$ cat config.mk
export PLATFORM = sky130hd
export DESIGN_NAME = msp_response_tx
export DESIGN_NICKNAME = d
export VERILOG_FILES = /design/src/rtl/msp_pkg.sv /design/src/rtl/msp_response_tx.sv
export SDC_FILE = /design/constraint.sdc
export NUM_CORES = 1
export LEC_CHECK = 0
export CAP_MARGIN = 30
export CORE_MARGIN = 3
export CORE_UTILIZATION = 55
export DETAILED_ROUTE_END_ITERATION = 12
export PLACE_DENSITY_LB_ADDON = 0.12
export SYNTH_ARGS = -nofsm -noshare
export SYNTH_HDL_FRONTEND = slang
export SYNTH_SLANG_ARGS = --single-unit
$ cat constraint.sdc
create_clock -name wb_clk_i -period 4.8 [get_ports wb_clk_i]
set_clock_uncertainty 0.1 [all_clocks]
set_input_delay 0.96 -clock wb_clk_i [delete_from_list [all_inputs] [get_ports wb_clk_i]]
set_output_delay 0.96 -clock wb_clk_i [all_outputs]
set_load 0.005 [all_outputs]
$ cat src/rtl/msp_pkg.sv
// MSP v1 shared definitions: framing characters, well-known command codes
// and the response-transmitter state encoding. The PC-side sniffer uses the same constants.
package msp_pkg;

    localparam logic [7:0] MSP_PREAMBLE0           = 8'h24;  // '$'
    localparam logic [7:0] MSP_PREAMBLE1           = 8'h4D;  // 'M'
    localparam logic [7:0] MSP_DIR_TO_FC           = 8'h3C;  // '<'
    localparam logic [7:0] MSP_DIR_FROM_FC         = 8'h3E;  // '>'
    localparam logic [7:0] MSP_DIR_ERR             = 8'h21;  // '!'
    localparam logic [7:0] MSP_CMD_SET_PASSTHROUGH = 8'hF5;
    localparam logic [7:0] MSP_CMD_IDENT           = 8'h64;

    typedef enum logic [2:0] {
        ST_IDLE    = 3'd0,
        ST_HDR0    = 3'd1,
        ST_HDR1    = 3'd2,
        ST_DIR     = 3'd3,
        ST_LEN     = 3'd4,
        ST_CMD     = 3'd5,
        ST_PAYLOAD = 3'd6,
        ST_CKSUM   = 3'd7
    } msp_tx_state_t;

endpackage

$ cat src/rtl/msp_response_tx.sv
// MSP v1 response framer (FC -> PC). Captures a command/length/payload on a
// single-cycle request and streams "$M>" or "$M!", len, cmd, payload and the
// XOR checksum one byte at a time over a valid/ready handshake to the UART.
module msp_response_tx
    import msp_pkg::*;
#(
    parameter int MAX_LEN = 8,
    parameter int LEN_W   = $clog2(MAX_LEN + 1)
) (
    input  logic                   wb_clk_i,
    input  logic                   wb_rst_ni,
    input  logic                   rsp_req_i,
    input  logic                   rsp_err_i,
    input  logic [7:0]             rsp_cmd_i,
    input  logic [LEN_W-1:0]       rsp_len_i,
    input  logic [MAX_LEN*8-1:0]   rsp_payload_i,
    output logic [7:0]             tx_data_o,
    output logic                   tx_valid_o,
    input  logic                   tx_ready_i,
    output logic                   busy_o,
    output logic                   done_o,
    output logic                   overrun_o
);

    localparam logic [LEN_W-1:0] MAX_LEN_L = LEN_W'(MAX_LEN);
    localparam logic [LEN_W-1:0] ONE_L     = LEN_W'(1);

    // Zero-extend a length value to the 8-bit LEN field.
    function automatic logic [7:0] len_to_byte(input logic [LEN_W-1:0] l);
        logic [7:0] b;
        b = 8'h00;
        b[LEN_W-1:0] = l;
        return b;
    endfunction

    msp_tx_state_t          r_state;
    msp_tx_state_t          w_state_nxt;
    logic                   r_err;
    logic [7:0]             r_cmd;
    logic [LEN_W-1:0]       r_len;
    logic [MAX_LEN*8-1:0]   r_payload;
    logic [7:0]             r_cksum;
    logic [LEN_W-1:0]       r_idx;
    logic                   r_done;
    logic                   r_overrun;

    logic                   w_start;
    logic                   w_accept;
    logic                   w_last_pay;
    logic [LEN_W-1:0]       w_len_clamped;

    assign w_start       = rsp_req_i && (r_state == ST_IDLE);
    assign w_accept      = tx_valid_o && tx_ready_i;
    assign w_last_pay    = ((r_idx + ONE_L) == r_len);
    assign w_len_clamped = (rsp_len_i > MAX_LEN_L) ? MAX_LEN_L : rsp_len_i;

    assign done_o    = r_done;
    assign overrun_o = r_overrun;

    // State register; reset aborts any frame and drops tx_valid_o at once.
    always_ff @(posedge wb_clk_i or negedge wb_rst_ni) begin
        if (!wb_rst_ni) begin
            r_state <= ST_IDLE;
        end else begin
            r_state <= w_state_nxt;
        end
    end

    // Next-state and byte mux: each state holds its byte until accepted.
    always_comb begin
        w_state_nxt = r_state;
        tx_data_o   = 8'h00;
        tx_valid_o  = 1'b0;
        busy_o      = 1'b0;
        case (r_state)
            ST_IDLE: begin
                if (rsp_req_i) begin
                    w_state_nxt = ST_HDR0;
                end
            end
            ST_HDR0: begin
                tx_data_o  = MSP_PREAMBLE0;
                tx_valid_o = 1'b1;
                busy_o     = 1'b1;
                if (tx_ready_i) begin
                    w_state_nxt = ST_HDR1;
                end
            end
            ST_HDR1: begin
                tx_data_o  = MSP_PREAMBLE1;
                tx_valid_o = 1'b1;
                busy_o     = 1'b1;
                if (tx_ready_i) begin
                    w_state_nxt = ST_DIR;
                end
            end
            ST_DIR: begin
                tx_data_o  = r_err ? MSP_DIR_ERR : MSP_DIR_FROM_FC;
                tx_valid_o = 1'b1;
                busy_o     = 1'b1;
                if (tx_ready_i) begin
                    w_state_nxt = ST_LEN;
                end
            end
            ST_LEN: begin
                tx_data_o  = len_to_byte(r_len);
                tx_valid_o = 1'b1;
                busy_o     = 1'b1;
                if (tx_ready_i) begin
                    w_state_nxt = ST_CMD;
                end
            end
            ST_CMD: begin
                tx_data_o  = r_cmd;
                tx_valid_o = 1'b1;
                busy_o     = 1'b1;
                if (tx_ready_i) begin
                    w_state_nxt = (r_len != '0) ? ST_PAYLOAD : ST_CKSUM;
                end
            end
            ST_PAYLOAD: begin
                tx_data_o  = r_payload[7:0];
                tx_valid_o = 1'b1;
                busy_o     = 1'b1;
                if (tx_ready_i && w_last_pay) begin
                    w_state_nxt = ST_CKSUM;
                end
            end
            ST_CKSUM: begin
                tx_data_o  = r_cksum;
                tx_valid_o = 1'b1;
                busy_o     = 1'b1;
                if (tx_ready_i) begin
                    w_state_nxt = ST_IDLE;
                end
            end
            default: begin
                w_state_nxt = ST_IDLE;
            end
        endcase
    end

    // Checksum, payload index, done pulse and sticky overrun flag.
    always_ff @(posedge wb_clk_i or negedge wb_rst_ni) begin
        if (!wb_rst_ni) begin
            r_cksum   <= 8'h00;
            r_idx     <= '0;
            r_done    <= 1'b0;
            r_overrun <= 1'b0;
        end else begin
            r_done <= (r_state == ST_CKSUM) && w_accept;
            if (rsp_req_i && (r_state != ST_IDLE)) begin
                r_overrun <= 1'b1;
            end
            case (r_state)
                ST_IDLE: begin
                    if (rsp_req_i) begin
                        r_cksum <= 8'h00;
                        r_idx   <= '0;
                    end
                end
                ST_LEN: begin
                    if (w_accept) begin
                        r_cksum <= len_to_byte(r_len);
                    end
                end
                ST_CMD: begin
                    if (w_accept) begin
                        r_cksum <= r_cksum ^ r_cmd;
                    end
                end
                ST_PAYLOAD: begin
                    if (w_accept) begin
                        r_cksum <= r_cksum ^ r_payload[7:0];
                        r_idx   <= r_idx + ONE_L;
                    end
                end
                default: begin
                end
            endcase
        end
    end

    // Request capture; the payload shifts down so the current byte is always bits [7:0].
    always_ff @(posedge wb_clk_i) begin
        if (w_start) begin
            r_err     <= rsp_err_i;
            r_cmd     <= rsp_cmd_i;
            r_len     <= w_len_clamped;
            r_payload <= rsp_payload_i;
        end else if ((r_state == ST_PAYLOAD) && w_accept) begin
            r_payload <= r_payload >> 8;
        end
    end

endmodule

Word level (Yosys, flattened, before mapping)
Index checks and enable logic that the tools add are counted.
{"block": "word_totals", "mem_count": 0, "register_bits": 94, "romBits": 0, "ramBits": 0, "latchBits": 0, "out_inout_bits": 12}
{"block": "classes", "add_sub_neg": 1, "n_bitwise": 2, "div": 0, "n_mux": 23, "reduce_logical": 16, "mul": 0, "n_shift": 0, "magnitude_cmp": 1, "eq_ne": 19}
{"operator": "$mux 64", "n": 2}
{"operator": "$pmux 8 s7", "n": 1}
{"operator": "$mux 8", "n": 4}
{"operator": "$pmux 8 s4", "n": 1}
{"operator": "$mux 3", "n": 8}
{"operator": "$pmux 3 s8", "n": 1}
{"operator": "$ne 2x2->1 const B", "n": 11}
{"operator": "$xor 8x8->8", "n": 2}
{"operator": "$eq 3x3->1 const B", "n": 4}
{"operator": "$mux 4", "n": 2}
{"operator": "$pmux 4 s2", "n": 1}
{"operator": "$reduce_and 8->1", "n": 1}
{"operator": "$reduce_bool 4->1", "n": 2}
{"operator": "$reduce_or 7->1", "n": 1}
{"operator": "$eq 3x2->1 const B", "n": 2}
{"operator": "$logic_and 1x1->1", "n": 6}
{"operator": "$mux 5", "n": 1}
{"operator": "$reduce_and 5->1", "n": 1}
{"operator": "$add 4x1->4 const B", "n": 1}
{"operator": "$eq 4x4->1", "n": 1}
{"operator": "$gt 4x4->1 const B", "n": 1}
{"operator": "$reduce_bool 2->1", "n": 2}
{"operator": "$eq 3x1->1 const B", "n": 1}
{"operator": "$logic_not 3->1", "n": 1}
{"operator": "3 further kinds", "n": 4}

Longest topological paths before layout
Gate-level depths: netlist of run 1.
{"block": "logic_depth", "depth_word": 7, "depth_mapped": 6, "ltp_nobuf": 5}

Least setup slack after synthesis of run 1
OpenSTA, ideal clock, no wires.
{"block": "synth_timing", "path_type": "input to register", "from": "input port rsp_req_i", "to": "register r_payload[0], enable pin", "path_slack_ns": 1.665, "required_ns": 4.282, "n_path_buf": 0, "setup_ns": 0.418, "arrival_ns": 2.617, "stages": 3, "cell_sequence": "nor4b_4 nor2b_1 inv_1"}
{"block": "synth_between", "elab_chain_len": 2}
{"element": "start: declaration", "line_no": "msp_response_tx.sv:12", "source": "input logic rsp_req_i,"}
{"element": "$logic_and 1x1->1", "line_no": "msp_response_tx.sv:52", "source": "assign w_start = rsp_req_i && (r_state == ST_IDLE);"}
{"element": "$reduce_bool 2->1 (no source line)"}
{"element": "end signal: assignment", "line_no": "msp_response_tx.sv:190", "source": "r_payload <= rsp_payload_i;"}
{"element": "end signal: assignment", "line_no": "msp_response_tx.sv:192", "source": "r_payload <= r_payload >> 8;"}
{"element": "end: declaration", "line_no": "msp_response_tx.sv:41", "source": "logic [MAX_LEN*8-1:0] r_payload;"}
Every way passes these cells.
A chain may end at the register's enable or synchronous reset.

Final worst setup path of run 1
{"block": "layout_timing", "from": "register r_state[2]", "to": "output port tx_data_o[2]"}
{"block": "layout_between", "elab_chain_len": 2}
{"element": "start: declaration", "line_no": "msp_response_tx.sv:36", "source": "msp_tx_state_t r_state;"}
{"element": "start signal: assignment", "line_no": "msp_response_tx.sv:65", "source": "r_state <= w_state_nxt;"}
{"element": "$eq 3x3->1 (tied with other cells)", "line_no": "msp_response_tx.sv:75", "source": "case (r_state)"}
{"element": "$pmux 8 s7 (*)", "line_no": "msp_response_tx.sv:75"}
{"element": "end: declaration", "line_no": "msp_response_tx.sv:17", "source": "output logic [7:0] tx_data_o,"}
Mark *: on every way between the ends. The rest lies on a longest branch, timed or not.

==> results of run 1 <==
## synth_stat cells, types with 2 or more instances
cell	count	area share [%]
nor2b_1	9	1.3
or4_1	2	0.34
xnor2_1	6	1.2
o211ai_1	3	0.51
a21oi_1	14	1.6
o2bb2ai_1	4	0.79
buf_2	13	1.5
dfrtp_1	17	9.6
xor2_1	3	0.59
edfxtp_1	77	52
a22o_1	2	0.39
o22ai_1	8	1.1
nand3_1	10	1.1
a21o_1	2	0.34
and2_1	8	1.1
nand2b_1	5	0.70
inv_1	11	0.93
nand2_1	16	1.4
mux2_2	57	14
mux2i_1	7	1.6
nor2_1	10	0.84
o21ai_0	15	1.7
a32oi_1	4	0.79
buf_4	4	0.68
## cell type report
type / instances / area, um2 / share of cell area (%)
Multi-Input combinational cell: 202 / 1570 / 27.6
Clock inverter: 6 / 95.1 / 1.67
Timing Repair Buffer: 97 / 991 / 17.4
Clock buffer: 9 / 124 / 2.18
Inverter: 11 / 41.3 / 0.727
Tap cell: 102 / 128 / 2.25
Sequential cell: 94 / 2740 / 48.2
## flip-flops by register name, indices dropped and copies added (netlist names)
signal / cells
r_cksum: 8
r_err: 1
r_payload: 64
done_o: 1
r_idx: 4
overrun_o: 1
r_cmd: 8
r_len: 4
r_state: 3
## routing by layer
layer	track usage [%]	vias to the layer above	share of wire [%]
li1	-	1400	-
met1	23.3	1378	39
met2	33.3	108	53
met3	5.63	13	6.9
met4	6.28	0	1.6
met5	0	-	0
## per-stage QoR
step	utilization [%]	area, um2	cells	hold WS [ns]	worst slack (ns)
6_report	72.8	5680	521	0.368	0.964
5_1_grt	72.8	5680	521	0.387	0.719
4_1_cts	72.4	5660	520	0.373	0.968
3_5_place_dp	69.6	5440	505	0.354	1.32
3_3_place_gp	69.6	5440	505	0.341	1.38
2_1_floorplan	-	4450	326	0.351	1.67
## worst min-delay path by stage
stage	from	endpoint	slack [ns]	cells after the start
CTS	overrun_o	overrun_o	0.37	1
detailed placement	overrun_o	overrun_o	0.35	1
global placement	overrun_o	overrun_o	0.34	1
floorplan	overrun_o	overrun_o	0.35	1
finish	overrun_o	overrun_o	0.37	1
global route	overrun_o	overrun_o	0.39	1
## where the power goes
part           total, uW  internal, uW  switching (uW)
Clock                571           295             275
Sequential          1310          1160             149
Combinational       1030           528             498
## logic make-up (layout without fill, tap and decap cells)
group | count (synthesis) | in the layout
flip-flops | 94 | 94
AND/OR/NAND/NOR | 69 | 69
multiplexers | 64 | 64
adder cells (fa/ha/maj) | 1 | 1
buffers and inverters | 30 | 123
XOR/XNOR | 9 | 9
AO/OA/AOI/OAI | 59 | 59
## worst max-delay path, stage by stage, from the launching register on
cell and delay [ns]:
dfrtp_1 1.01, inv_1 0.38, o311ai_0 0.41, o31ai_1 0.15
clkdlybuf4s50_1 0.48
==> flow_metrics.py, run 1 <==
metrics = {
    "logic_synthesis": {
        "syn_area_per_cell_um2": 13.6,
        "ys_async_sr_fraction_pct": 18.1,
        "synth_compound_area_share_pct": 8.58,
        "syn-cell-area_um2": 4450,
        "synth_fp_nets": 408,
        "synth_ff_type": "edfxtp_1",
        "synth_seq_cells": 94,
        "synthMuxAreaShare_pct": 16.0,
        "synth_xor_area_share_pct": 1.77,
        "ys_types": 43,
        "synth_top_family_by_area": "multiplexers",
        "synth_edf_count": 77,
        "seq_area_frac_synth_pct": 61.5,
        "synthCells": 326,
        "synth_fa_ha_area_share_pct": 0.281,
        "yosys.area_share.simple_pct": 8.58,
        "yosysWarnings": 0,
    },
    "critical_path": {
        "cp_max_fo": 31,
        "worstPathRequired_ns": 3.74,
        "regToRegEndpoint": "r_payload[15]",
        "r2r_slack_ns": 1.86,
        "worstSetupStartpoint": "r_state[2]",
        "path_class": "flip-flop to output pin",
        "startpoint_type": "flip-flop",
        "ff2ff_path_depth": 4,
        "arrival_ns": 2.78,
        "endpoint": "tx_data_o[2]",
        "rr_startpoint": "r_state[2]",
        "end_kind": "output pin",
    },
    "die": {
        "die_x_um": 95.9,
        "core_um2": 7810,
        "dieArea_um2": 9200,
        "start_util_pct": 57.0,
        "ioPinCount": 93,
        "rows": 32,
        "die_y_um": 95.9,
    },
    "power_and_ir_drop": {
        "power_uw": 2910,
        "peakVddDrop_uv": 203,
        "power.leakage_uw": 0.00201,
        "power_density_nw_per_um2": 512,
    },
    "timing": {
        "min_period_over_period_pct": 79.9,
        "hold_viol": 0,
        "drv_slew": 0,
        "slew_headroom_pct": 33.1,
        "tns_ns": 0,
        "fin_crit_ns": 3.84,
        "setup_viol": 0,
        "timing.fmax_mhz": 261,
        "worst_pin_slew_ns": 1.00,
        "rsz0062_at_grt": "false",
    },
    "final_layout": {
        "mostFrequentLayoutCells": "clkdlybuf4s50_1, edfxtp_1, mux2_2, dfrtp_1, nand2_1",
        "antennaDiodeCount": 0,
        "final_common_cell": "clkdlybuf4s50_1",
        "num-fill-cells": 575,
        "drive_above_1_share_pct": 19.1,
        "area_growth_pct": 27.8,
        "fin_nets": 497,
    },
    "drt": {
        "avgViaCountPerCell": 5.56,
        "num_vias": 2899,
        "drtAntennaViolNets": 0,
        "first_pass_iters": 4,
        "wl_per_cell_um": 16.7,
        "wl_um": 8680,
        "drc": 0,
        "drt_iter0_markers": 172,
    },
    "worst_hold_path": {
        "min_path_type": "flip-flop to flip-flop",
    },
    "grt": {
        "grt.overflow.total": 0,
        "grt_pass1_wl_um": 13600,
        "grt_antenna_before_repair": 0,
        "grt_max_degree": 52,
        "grt_usage_pct": 19.3,
        "grt_pass1_vias": 2809,
    },
    "clocking": {
        "clk_transition_reported_paths_ns": 0.08,
        "clk_latency_ns": 0.35,
        "cts_resized": 0,
        "clockBufferDepth": 2,
        "ctsHtreeMaxLevel": 3,
        "cts_sinks": 94,
        "cts_buffers": 9,
        "holdBufCountCts": 0,
        "clockRootBuffer": "clkbuf_8",
        "cts_tree": "built",
        "cts_setup_buffers": 0,
    },
    "status": {
        "status": "completed",
    },
    "placement": {
        "routabilityCongestion": 0.821,
        "portBuffers": 92,
        "place.detailed.hpwl_um": 6040,
    },
    "run": {
        "drv_cap": 0,
    },
}
Note: power is estimated with default switching activity, not from simulation.
==> run 2, diff against run 1 <==
- CORE_UTILIZATION: 55 -> 51
- clock period: 4.8 -> 3.6 ns (I/O delays scaled with it)
==> flow_metrics.py, run 2 (synthesized netlist as in run 1, its figures left out) <==
metrics = {
    "final_layout": {
        "reg.largest.list": "r_payload (64), r_cksum (8), r_cmd (8)",
        "largest_register_ff_count": 64,
        "final_common_cell": "clkdlybuf4s50_1",
        "fin_nets": 499,
        "area_growth_pct": 27.9,
        "antennaDiodeCount": 0,
        "mostFrequentLayoutCells": "clkdlybuf4s50_1, edfxtp_1, mux2_2, dfrtp_1, nand2_1",
        "largest_register": "r_payload",
        "final_cells": 527,
        "drive_above_1_share_pct": 19.2,
    },
    "critical_path": {
        "cp_max_fo": 27,
        "path_class": "flip-flop to output pin",
        "worstPathRequired_ns": 2.78,
        "startpoint_type": "flip-flop",
        "cp.buffers_inverters": 1,
        "crit_path_max_incr_delay_ns": 0.87,
        "slowest_stage": "dfrtp_1",
        "path_cells": "nand2_1 -> a21oi_1 -> a31oi_1 -> o21ai_0 -> clkdlybuf4s50_1",
        "critical_path.top_delay_family": "flip-flops",
        "arrival_ns": 2.37,
        "end_kind": "output pin",
    },
    "drt": {
        "wl_per_cell_um": 16.2,
        "drc": 0,
        "avgViaCountPerCell": 5.45,
        "drt_iter0_markers": 181,
        "num_vias": 2872,
        "wl_um": 8550,
        "drtAntennaViolNets": 0,
        "first_pass_iters": 4,
    },
    "worst_hold_path": {
        "min_path_type": "flip-flop to flip-flop",
    },
    "clocking": {
        "ctsHtreeMaxLevel": 3,
        "holdBufCountCts": 0,
        "cts_resized": 0,
        "cts_tree": "built",
        "clk_transition_reported_paths_ns": 0.09,
        "cts_buffers": 9,
        "clockRootBuffer": "clkbuf_8",
        "cts_setup_buffers": 0,
        "clockBufferDepth": 2,
        "cts_sinks": 94,
        "clk_latency_ns": 0.35,
    },
    "power_and_ir_drop": {
        "seqPwrFrac_pct": 45.5,
        "p_int_uw": 2640,
        "peakVddDrop_uv": 334,
        "pwr-share-comb_pct": 35.0,
        "clock_power_share_pct": 19.5,
        "power_uw": 3850,
        "p_switching_uw": 1210,
        "power.leakage_uw": 0.00200,
        "p_sw_share_pct": 31.4,
        "power_density_nw_per_um2": 678,
    },
    "timing": {
        "hold_viol": 0,
        "worst_pin_slew_ns": 0.870,
        "drv_slew": 0,
        "setup_ws_ns": 0.409,
        "setup_viol": 0,
        "timing.fmax_mhz": 313,
        "slew_headroom_pct": 41.8,
        "min_period_over_period_pct": 88.7,
        "fin_crit_ns": 3.19,
        "rsz0062_at_grt": "false",
        "tns_ns": 0,
    },
    "run": {
        "drv_cap": 0,
    },
    "grt": {
        "grt_max_degree": 65,
        "grt_antenna_before_repair": 0,
        "grt.overflow.total": 0,
        "grt_pass1_wl_um": 13900,
        "grt_usage_pct": 17.8,
        "grt_pass1_vias": 2834,
    },
    "placement": {
        "routabilityCongestion": 0.855,
        "portBuffers": 92,
        "place_ws_ns": 0.815,
        "placed_cells": 511,
        "place.detailed.hpwl_um": 5950,
    },
    "die": {
        "dieArea_um2": 9880,
        "ioPinCount": 93,
        "die_x_um": 99.4,
        "rows": 33,
        "die_y_um": 99.4,
        "core_um2": 8340,
        "start_util_pct": 53.3,
    },
    "status": {
        "status": "completed",
    },
}
-- run 2: cell count changes in the layout (fill, tap and decap cells not counted) --
cell        change
buf_12          +1
buf_16          -1
clkinv_1        +1
clkbuf_1        +1
buf_4           +2
inv_6           -1
clkinv_4        -3
clkinvlp_4      +3
-- run 2: final cells by class --
type	count	area [um2]
Tap cell	105	131
Inverter	11	41.3
Fill cell	612	2650
Sequential cell	94	2740
Multi-Input combinational cell	202	1570
Clock buffer	10	128
Timing Repair Buffer	99	998
Clock inverter	6	86.3
-- run 2: worst paths after layout --
check	slack, ns	from	cells after the start	end
hold / removal	0.36	overrun_o	1	overrun_o
setup reg to reg	1.05	r_state[0]	4	r_payload[4]
hold reg to reg	0.36	overrun_o	1	overrun_o
max in group asynchronous	2.10	wb_rst_ni	1	r_idx[3]
min in group asynchronous	0.76	wb_rst_ni	1	r_cksum[6]
setup / recovery	0.41	r_state[0]	5	tx_data_o[0]
-- run 2: metal layers --
layer,global-route usage (%),routed length (um),share of wire (%)
met5,0,0,0
met4,4.94,79,0.92
met3,6.10,593,6.9
met2,29.3,4280,50
met1,22.5,3590,42
-- run 2: stage by stage --
stage / hold slack [ns] / cell area (um2) / util (%)
6_report: 0.361 / 5690 / 68.2
5_1_grt: 0.377 / 5690 / 68.2
4_1_cts: 0.368 / 5690 / 68.2
3_5_place_dp: 0.348 / 5480 / 65.6
3_3_place_gp: 0.347 / 5480 / 65.6
2_1_floorplan: 0.324 / 4450 / -
-- run 2: power groups by stage --
stage | registers [uW] | logic (uW) | clock network, uW
global placement | 1770 | 1330 | 0
global route | 1790 | 1490 | 817
CTS | 1750 | 1360 | 771
finish | 1750 | 1350 | 753
detailed placement | 1780 | 1350 | 0
floorplan | 1670 | 976 | 0
